===== config.mk =====
export PLATFORM = sky130hd
export DESIGN_NAME = encode_packet
export DESIGN_NICKNAME = d
export VERILOG_FILES = /design/src/rtl/encode_packet.sv
export SDC_FILE = /design/constraint.sdc
export NUM_CORES = 1
export LEC_CHECK = 0
export BUFFER_PORTS_ARGS = -buffer_cell sky130_fd_sc_hd__buf_2
export CAP_MARGIN = 20
export CORE_ASPECT_RATIO = 0.75
export CORE_UTILIZATION = 35
export DETAILED_ROUTE_END_ITERATION = 7
export GPL_TIMING_DRIVEN = 0
export SYNTH_ARGS = -nofsm -noshare
export SYNTH_HDL_FRONTEND = slang
export SYNTH_SLANG_ARGS = --single-unit

===== constraint.sdc =====
create_clock -name clock -period 2.4 [get_ports clock]
set_input_delay 0.24 -clock clock [delete_from_list [all_inputs] [get_ports clock]]
set_output_delay 0.24 -clock clock [all_outputs]
set_load 0.02 [all_outputs]

===== src/rtl/encode_packet.sv =====
// USB transmit packet encoder: PID byte, payload and CRC16 as one byte stream.
// Handshake and DATAx packets leave through a single output register stage.
module encode_packet #(
    parameter int MAX_PACKET_SIZE = 512
) (
    input  logic       clock,
    input  logic       reset,
    input  logic       tx_trn_send_hsk_i,
    input  logic [1:0] tx_trn_hsk_type_i,
    input  logic       tx_trn_send_data_i,
    input  logic [1:0] tx_trn_data_type_i,
    input  logic       tx_trn_zlp_i,
    input  logic       s_tvalid_i,
    output logic       s_tready_o,
    input  logic       s_tlast_i,
    input  logic [7:0] s_tdata_i,
    output logic       tx_tvalid_o,
    input  logic       tx_tready_i,
    output logic       tx_tlast_o,
    output logic [7:0] tx_tdata_o,
    output logic       busy_o,
    output logic       done_o,
    output logic       overflow_o
);
    localparam int CW = $clog2(MAX_PACKET_SIZE + 1);

    typedef enum logic [2:0] {
        IDLE, HSK, PID, DATA, CRC_LO, CRC_HI, DRAIN
    } state_t;

    state_t        state;
    logic [15:0]   crc;
    logic [CW-1:0] count;
    logic          zlp;
    logic          lo_loaded;
    logic          ovf;

    logic          xfer;
    logic          free;
    logic          load_ok;
    logic          take;
    logic          ovf_hit;
    logic [15:0]   crc_next;
    logic [3:0]    hsk_pid;
    logic [3:0]    data_pid;

    function automatic logic [15:0] crc16_byte(input logic [15:0] c_in,
                                               input logic [7:0]  d);
        logic [15:0] c;
        c = c_in;
        for (int i = 0; i < 8; i++)
            c = (c[0] ^ d[i]) ? ((c >> 1) ^ 16'hA001) : (c >> 1);
        return c;
    endfunction

    assign xfer     = tx_tvalid_o && tx_tready_i;
    assign free     = !tx_tvalid_o || tx_tready_i;
    assign hsk_pid  = {tx_trn_hsk_type_i, 2'b10};
    assign data_pid = {tx_trn_data_type_i, 2'b11};

    // Payload may slip in behind the PID so the stream has no bubble.
    assign load_ok  = (state == DATA && free) ||
                      (state == PID && !zlp && tx_tready_i);
    assign take     = !reset && load_ok && s_tvalid_i;
    assign ovf_hit  = take && !s_tlast_i &&
                      count == CW'(MAX_PACKET_SIZE - 1);
    assign crc_next = crc16_byte(crc, s_tdata_i);

    assign s_tready_o = !reset && (load_ok || state == DRAIN);
    assign done_o     = !reset && xfer && tx_tlast_o;
    assign overflow_o = ovf_hit;
    assign busy_o     = (state != IDLE) ||
                        (!reset && (tx_trn_send_hsk_i || tx_trn_send_data_i));

    always_ff @(posedge clock) begin
        if (reset) begin
            state       <= IDLE;
            tx_tvalid_o <= 1'b0;
            tx_tlast_o  <= 1'b0;
            tx_tdata_o  <= 8'h00;
            crc         <= 16'hFFFF;
            count       <= '0;
            zlp         <= 1'b0;
            lo_loaded   <= 1'b0;
            ovf         <= 1'b0;
        end else begin
            unique case (state)
                IDLE: begin
                    if (tx_trn_send_hsk_i) begin
                        tx_tdata_o  <= {~hsk_pid, hsk_pid};
                        tx_tlast_o  <= 1'b1;
                        tx_tvalid_o <= 1'b1;
                        state       <= HSK;
                    end else if (tx_trn_send_data_i) begin
                        tx_tdata_o  <= {~data_pid, data_pid};
                        tx_tlast_o  <= 1'b0;
                        tx_tvalid_o <= 1'b1;
                        zlp         <= tx_trn_zlp_i;
                        state       <= PID;
                    end
                end
                HSK: begin
                    if (xfer) begin
                        tx_tvalid_o <= 1'b0;
                        tx_tlast_o  <= 1'b0;
                        state       <= IDLE;
                    end
                end
                PID: begin
                    if (xfer) begin
                        if (zlp) begin
                            tx_tdata_o <= ~crc[7:0];
                            lo_loaded  <= 1'b1;
                            state      <= CRC_LO;
                        end else begin
                            tx_tvalid_o <= 1'b0;
                            state       <= DATA;
                        end
                    end
                end
                DATA: begin
                    if (xfer)
                        tx_tvalid_o <= 1'b0;
                end
                CRC_LO: begin
                    // The last payload byte may still occupy the register.
                    if (!lo_loaded && free) begin
                        tx_tdata_o  <= ~crc[7:0];
                        tx_tlast_o  <= 1'b0;
                        tx_tvalid_o <= 1'b1;
                        lo_loaded   <= 1'b1;
                    end else if (lo_loaded && xfer) begin
                        tx_tdata_o <= ~crc[15:8];
                        tx_tlast_o <= 1'b1;
                        state      <= CRC_HI;
                    end
                end
                CRC_HI: begin
                    if (xfer) begin
                        tx_tvalid_o <= 1'b0;
                        tx_tlast_o  <= 1'b0;
                        crc         <= 16'hFFFF;
                        count       <= '0;
                        lo_loaded   <= 1'b0;
                        state       <= ovf ? DRAIN : IDLE;
                    end
                end
                DRAIN: begin
                    if (s_tvalid_i && s_tlast_i) begin
                        ovf   <= 1'b0;
                        state <= IDLE;
                    end
                end
                default: state <= IDLE;
            endcase

            if (take) begin
                tx_tdata_o  <= s_tdata_i;
                tx_tlast_o  <= 1'b0;
                tx_tvalid_o <= 1'b1;
                crc         <= crc_next;
                count       <= count + CW'(1);
                if (s_tlast_i || ovf_hit) begin
                    lo_loaded <= 1'b0;
                    state     <= CRC_LO;
                end
                if (ovf_hit)
                    ovf <= 1'b1;
            end
        end
    end
endmodule


## After elaboration in Yosys (flattened, before gate mapping)

Cells that the tools add are included.

- Eq/ne operators: 17
- Mux-type cells: 59
- $add $sub $neg: 1
- Reductions and logical operators: 41
- Bitwise operators: 21

Operators with widths:

| cell | number |
|---|---|
| $mux W16 | 11 |
| $mux W8 | 7 |
| $mux W3 | 12 |
| $mux W10 | 3 |
| $not A2 Y3 | 8 |
| $pmux W8 S3 | 1 |
| $mux W1 | 21 |
| $pmux W3 S7 | 1 |
| $ne A3 B3 Y1 const B | 6 |
| $not A8 Y8 | 2 |
| $logic_and A1 B1 Y1 | 15 |
| $add A10 B1 Y10 const B | 1 |
| $eq A10 B9 Y1 const B | 1 |
| $eq A3 B3 Y1 const B | 3 |
| $ne A4 B4 Y1 const B | 2 |
| $not A4 Y4 | 2 |
| $xor A1 B1 Y1 | 8 |
| $eq A3 B2 Y1 const B | 2 |
| $logic_or A1 B1 Y1 | 6 |
| $pmux W1 S3 | 2 |
| $reduce_and A6 Y1 | 1 |
| $reduce_bool A3 Y1 | 2 |
| $logic_not A1 Y1 | 5 |
| $reduce_and A5 Y1 | 1 |
| 14 further kinds | 16 |

- Logic and storage cells: 148
- Output and inout bits: 14
- Input bits: 20
- Flip-flop bits (word level): 42

## Depth between registers and ports, before layout

- Depth after elaboration: 17
- Gate-level depth with buffers: 8

## Worst setup path before layout

Ideal clock, no wire load.

- Kind: register -> output
- Start: reg tx_tvalid_o
- End: out overflow_o
- Path slack: 0.278 ns
- Data required time: 2.160 ns
- Buffers on the path: 2
- Stages on the path, launching flop included: 8
- Data arrival time: 1.882 ns
- Cells stage by stage: dfxtp_1 > nor2b_1 > a2bb2oi_1 > buf_2 > nor2_2 > buf_2 > nand2_1 > nor3_1

- Cells in the longest elaborated chain, start to end: 8

RTL lines:

| what | RTL line | text |
|---|---|---|
| from (decl) | 17 | `output logic tx_tvalid_o,` |
| from (signal assigned) | 78 | `tx_tvalid_o <= 1'b0;` |
| from (signal assigned) | 92 | `tx_tvalid_o <= 1'b1;` |
| from (signal assigned) | 97 | `tx_tvalid_o <= 1'b1;` |
| $logic_not A1 Y1 | 57 | `assign free = !tx_tvalid_o \|\| tx_tready_i;` |
| $logic_or A1 B1 Y1 | 57 |  |
| $logic_and A1 B1 Y1 | 62 | `assign load_ok = (state == DATA && free) \|\|` |
| $logic_or A1 B1 Y1 | 62 |  |
| $logic_and A1 B1 Y1 (2 in a row) | 64 | `assign take = !reset && load_ok && s_tvalid_i;` |
| $logic_and A1 B1 Y1 (2 in a row) | 65 | `assign ovf_hit = take && !s_tlast_i &&` |
| to (decl) | 23 | `output logic overflow_o` |

Every way passes these cells.

## Final worst setup path

Ends and elaborated chain as after synthesis.

==> results.md <==
- GRT Residual Overflow: 0
- Largest net degree at the start of global routing: 14
- Critical path arrival: 2010 ps
- Tightest hold margin: 177 ps
- RSZ-0062 raised after global routing: no
- Share of synthesized registers carrying an async set or reset: 0%
- Layer with the highest usage after global routing: met2
- Critical-path maximum fanout: 10
- Post-synthesis instance area: 2490 µm²
- Final setup viols: 0
- Synth cell types: 46
- Initial detailed-routing violation count: 196
- Number of cells produced by synthesis: 326
- Number of global-route vias before repair: 2375
- RD Place Congestion: 0.902
- VDD IR max: 0.264 mV
- Leak Pwr: 1.04 nW
- Final setup margin: 154 ps
- Setup crit start kind: register
- Clock insertion delay at the later pin of the skew report: 300 ps
- Yosys synthesis warning count: 0
- Worst setup EP type: output port
- Die W: 99.4 µm
- Global-route wire length before repair: 12.1 mm
- Period minus WS final: 2250 ps
- Number of buffers inserted for hold repair after clock tree synthesis: 0
- Aggregate global-route resource usage: 21.2%
- Period utilization: 93.6%
- Worst-case clock buffer depth: 2
- Slew at the pin with the worst max-slew slack: 1040 ps
- Run status: complete, no violations
- Seq/Total Area, Yosys: 33.8%
- Vias after detailed routing: 2630
- Number of placement rows: 26
- Post-layout net count: 387
- Number of CTS-inserted buffers: 5
- Met2 track demand over resource: 33.3%
- Fraction of met1 tracks used by global routing: 29.8%
- Initial core utilization: 36.5%
- Total of flip-flops plus latches after synthesis: 42
- CTS clock-pin slew for the worst setup and hold paths: 90 ps
- WL final: 7.57 mm
- Power density over the cells: 640 nW/µm²
- Post-synthesis average cell area: 7.64 µm²
- Root Driver: clkbuf_8
- FMAX: 0.445 GHz
- Post-DR vias/cell: 5.83
- Post-synth EDFFs: 0
- GR Layer Usage met3: 4.36%
- First-pass iteration count of the detailed router: 5
- Placeable core region: 6830 µm²
- Total Negative Setup Slacks: 0 ps
- Commonest cells after routing, fill and taps aside: 41 x dfxtp_1, 36 x buf_2, 29 x nand2_1, 27 x nor2_1
- Layout cells sized above 1: 15.3%
- Number of placed cells counting well taps: 442
- Slew Limit Fails: 0
- Wirelength per Cell: 16.8 µm
- Most frequent standard cell in the layout excluding fill and tap cells: dfxtp_1
- Number of cells in the finished layout apart from fillers: 451
- Total die area: 7460 µm²
- Number of diodes added for antenna fixing: 0
- Residual antenna-violating net count after detailed routing: 0
- Syn-to-layout area delta: 16.8%
- Post-Route Skew: 11.5 ps
- Number of H-tree branching levels: 2
- Initial antenna violation count: 0
- Fill cells: 719
- Floorplan die height: 75.1 µm
- Total nets after synthesis: 347
- Sinks on the clock net: 42
- CTS tree: yes
- Count of maximum capacitance violations: 0
- I/O Buffers: 32
- HPWL after DPL: 5.50 mm
- DP Worst Slack: 72.5 ps
- Number of top-level pins: 34
- Slew margin rel.: 30.0%
- Critical path class: reg -> out
- Count of unresolved DRC violations after routing: 0
- Final number of hold-violating endpoints: 0
- Post-synth top flop: dfxtp_1
- Critical path data required time: 2160 ps
- Hold Crit Class: in -> reg
-- per-stage QoR --
stage               power (mW)  instance area, µm²  util (%)
finish                    1.86                2910      42.6
global placement          1.28                2760      40.3
CTS                       1.86                2880      42.2
detailed placement        1.28                2760      40.3
floorplan                 1.13                2490         -
global route              1.94                2910      42.6
-- sequential cells by signal, indices dropped and copies added (netlist names), 3 cells and up --
| register | cells |
|---|---|
| count | 10 |
| crc | 16 |
| state | 3 |
| tx_tdata_o | 8 |
-- synthesized netlist by cell type, types with 6 or more instances --
library cell | n | area share (%)
a21oi_1 | 23 | 4.6
nand2_1 | 29 | 4.4
a21o_1 | 6 | 1.8
xor2_1 | 7 | 2.5
nor3_1 | 24 | 4.8
o21bai_1 | 8 | 2.4
o21ai_0 | 19 | 3.8
clkbuf_1 | 15 | 2.3
a31oi_1 | 11 | 2.8
dfxtp_1 | 42 | 34
buf_2 | 7 | 1.4
xnor2_1 | 13 | 4.6
nor2_1 | 27 | 4.1
nand3_1 | 18 | 3.6
-- worst paths after layout --
kind,depth (start not counted),start,endpoint,slack [ps]
hold / removal,2,s_tlast_i,ovf,180
setup / recovery,8,tx_tvalid_o,overflow_o,150
setup reg to reg,6,state[0],crc[8],190
hold reg to reg,2,tx_tdata_o[7],tx_tdata_o[7],490
-- timing repair --
action | 4_1_cts | 5_1_grt
buffers inserted | 1 | 0
endpoints found under the setup margin | 1 | 3
pin swaps | 1 | 0
resized for setup | 3 | 6
-- final cells by class --
type | instances | area (µm²) | share of cell area (%)
inverter | 5 | 18.8 | 0.645
sequential | 42 | 842 | 28.9
buffer | 23 | 104 | 3.57
timing repair buffer | 33 | 170 | 5.85
clock buffer | 6 | 72.6 | 2.49
clock inverter | 2 | 37.5 | 1.29
multi-input combinational | 256 | 1560 | 53.6
tap | 84 | 105 | 3.61
-- where the power goes --
group | total [mW] | leakage (nW) | internal, mW | switching, mW
sequential | 0.767 | 0.342 | 0.738 | 0.0290
clock | 0.585 | 0.0514 | 0.311 | 0.274
combinational | 0.512 | 0.651 | 0.195 | 0.316
total | 1.86 | 1.04 | 1.24 | 0.619
-- worst max-delay path, cell delays in order (launching register included) --
cell and delay (ps):
dfxtp_2 400, nor2b_2 240, a2bb2oi_1 240, clkbuf_4 270, nor2_4 40, buf_4 180
nand2_1 100, nor3_2 50, buf_4 170
-- layer usage --
metal  share of wire (%)  up-vias
met2                  43       96
met5                   0        -
met3                 6.7        5
met1                  50     1264
li1                    -     1265
met4                0.61        0
-- cells by family (layout without fill, tap and decap cells) --
logic type	count (synthesis)	count (layout)	synth area share [%]
AOI/OAI and AO/OA	95	95	24.0
xor gates and xnor gates	22	22	8.94
adders and majority gates	1	1	0.502
buffers and inverters	28	69	4.72
DFF	42	42	33.8
muxes	4	4	1.61
and+or+nand+nor	134	134	26.5
(Power assumes the default switching activity.)
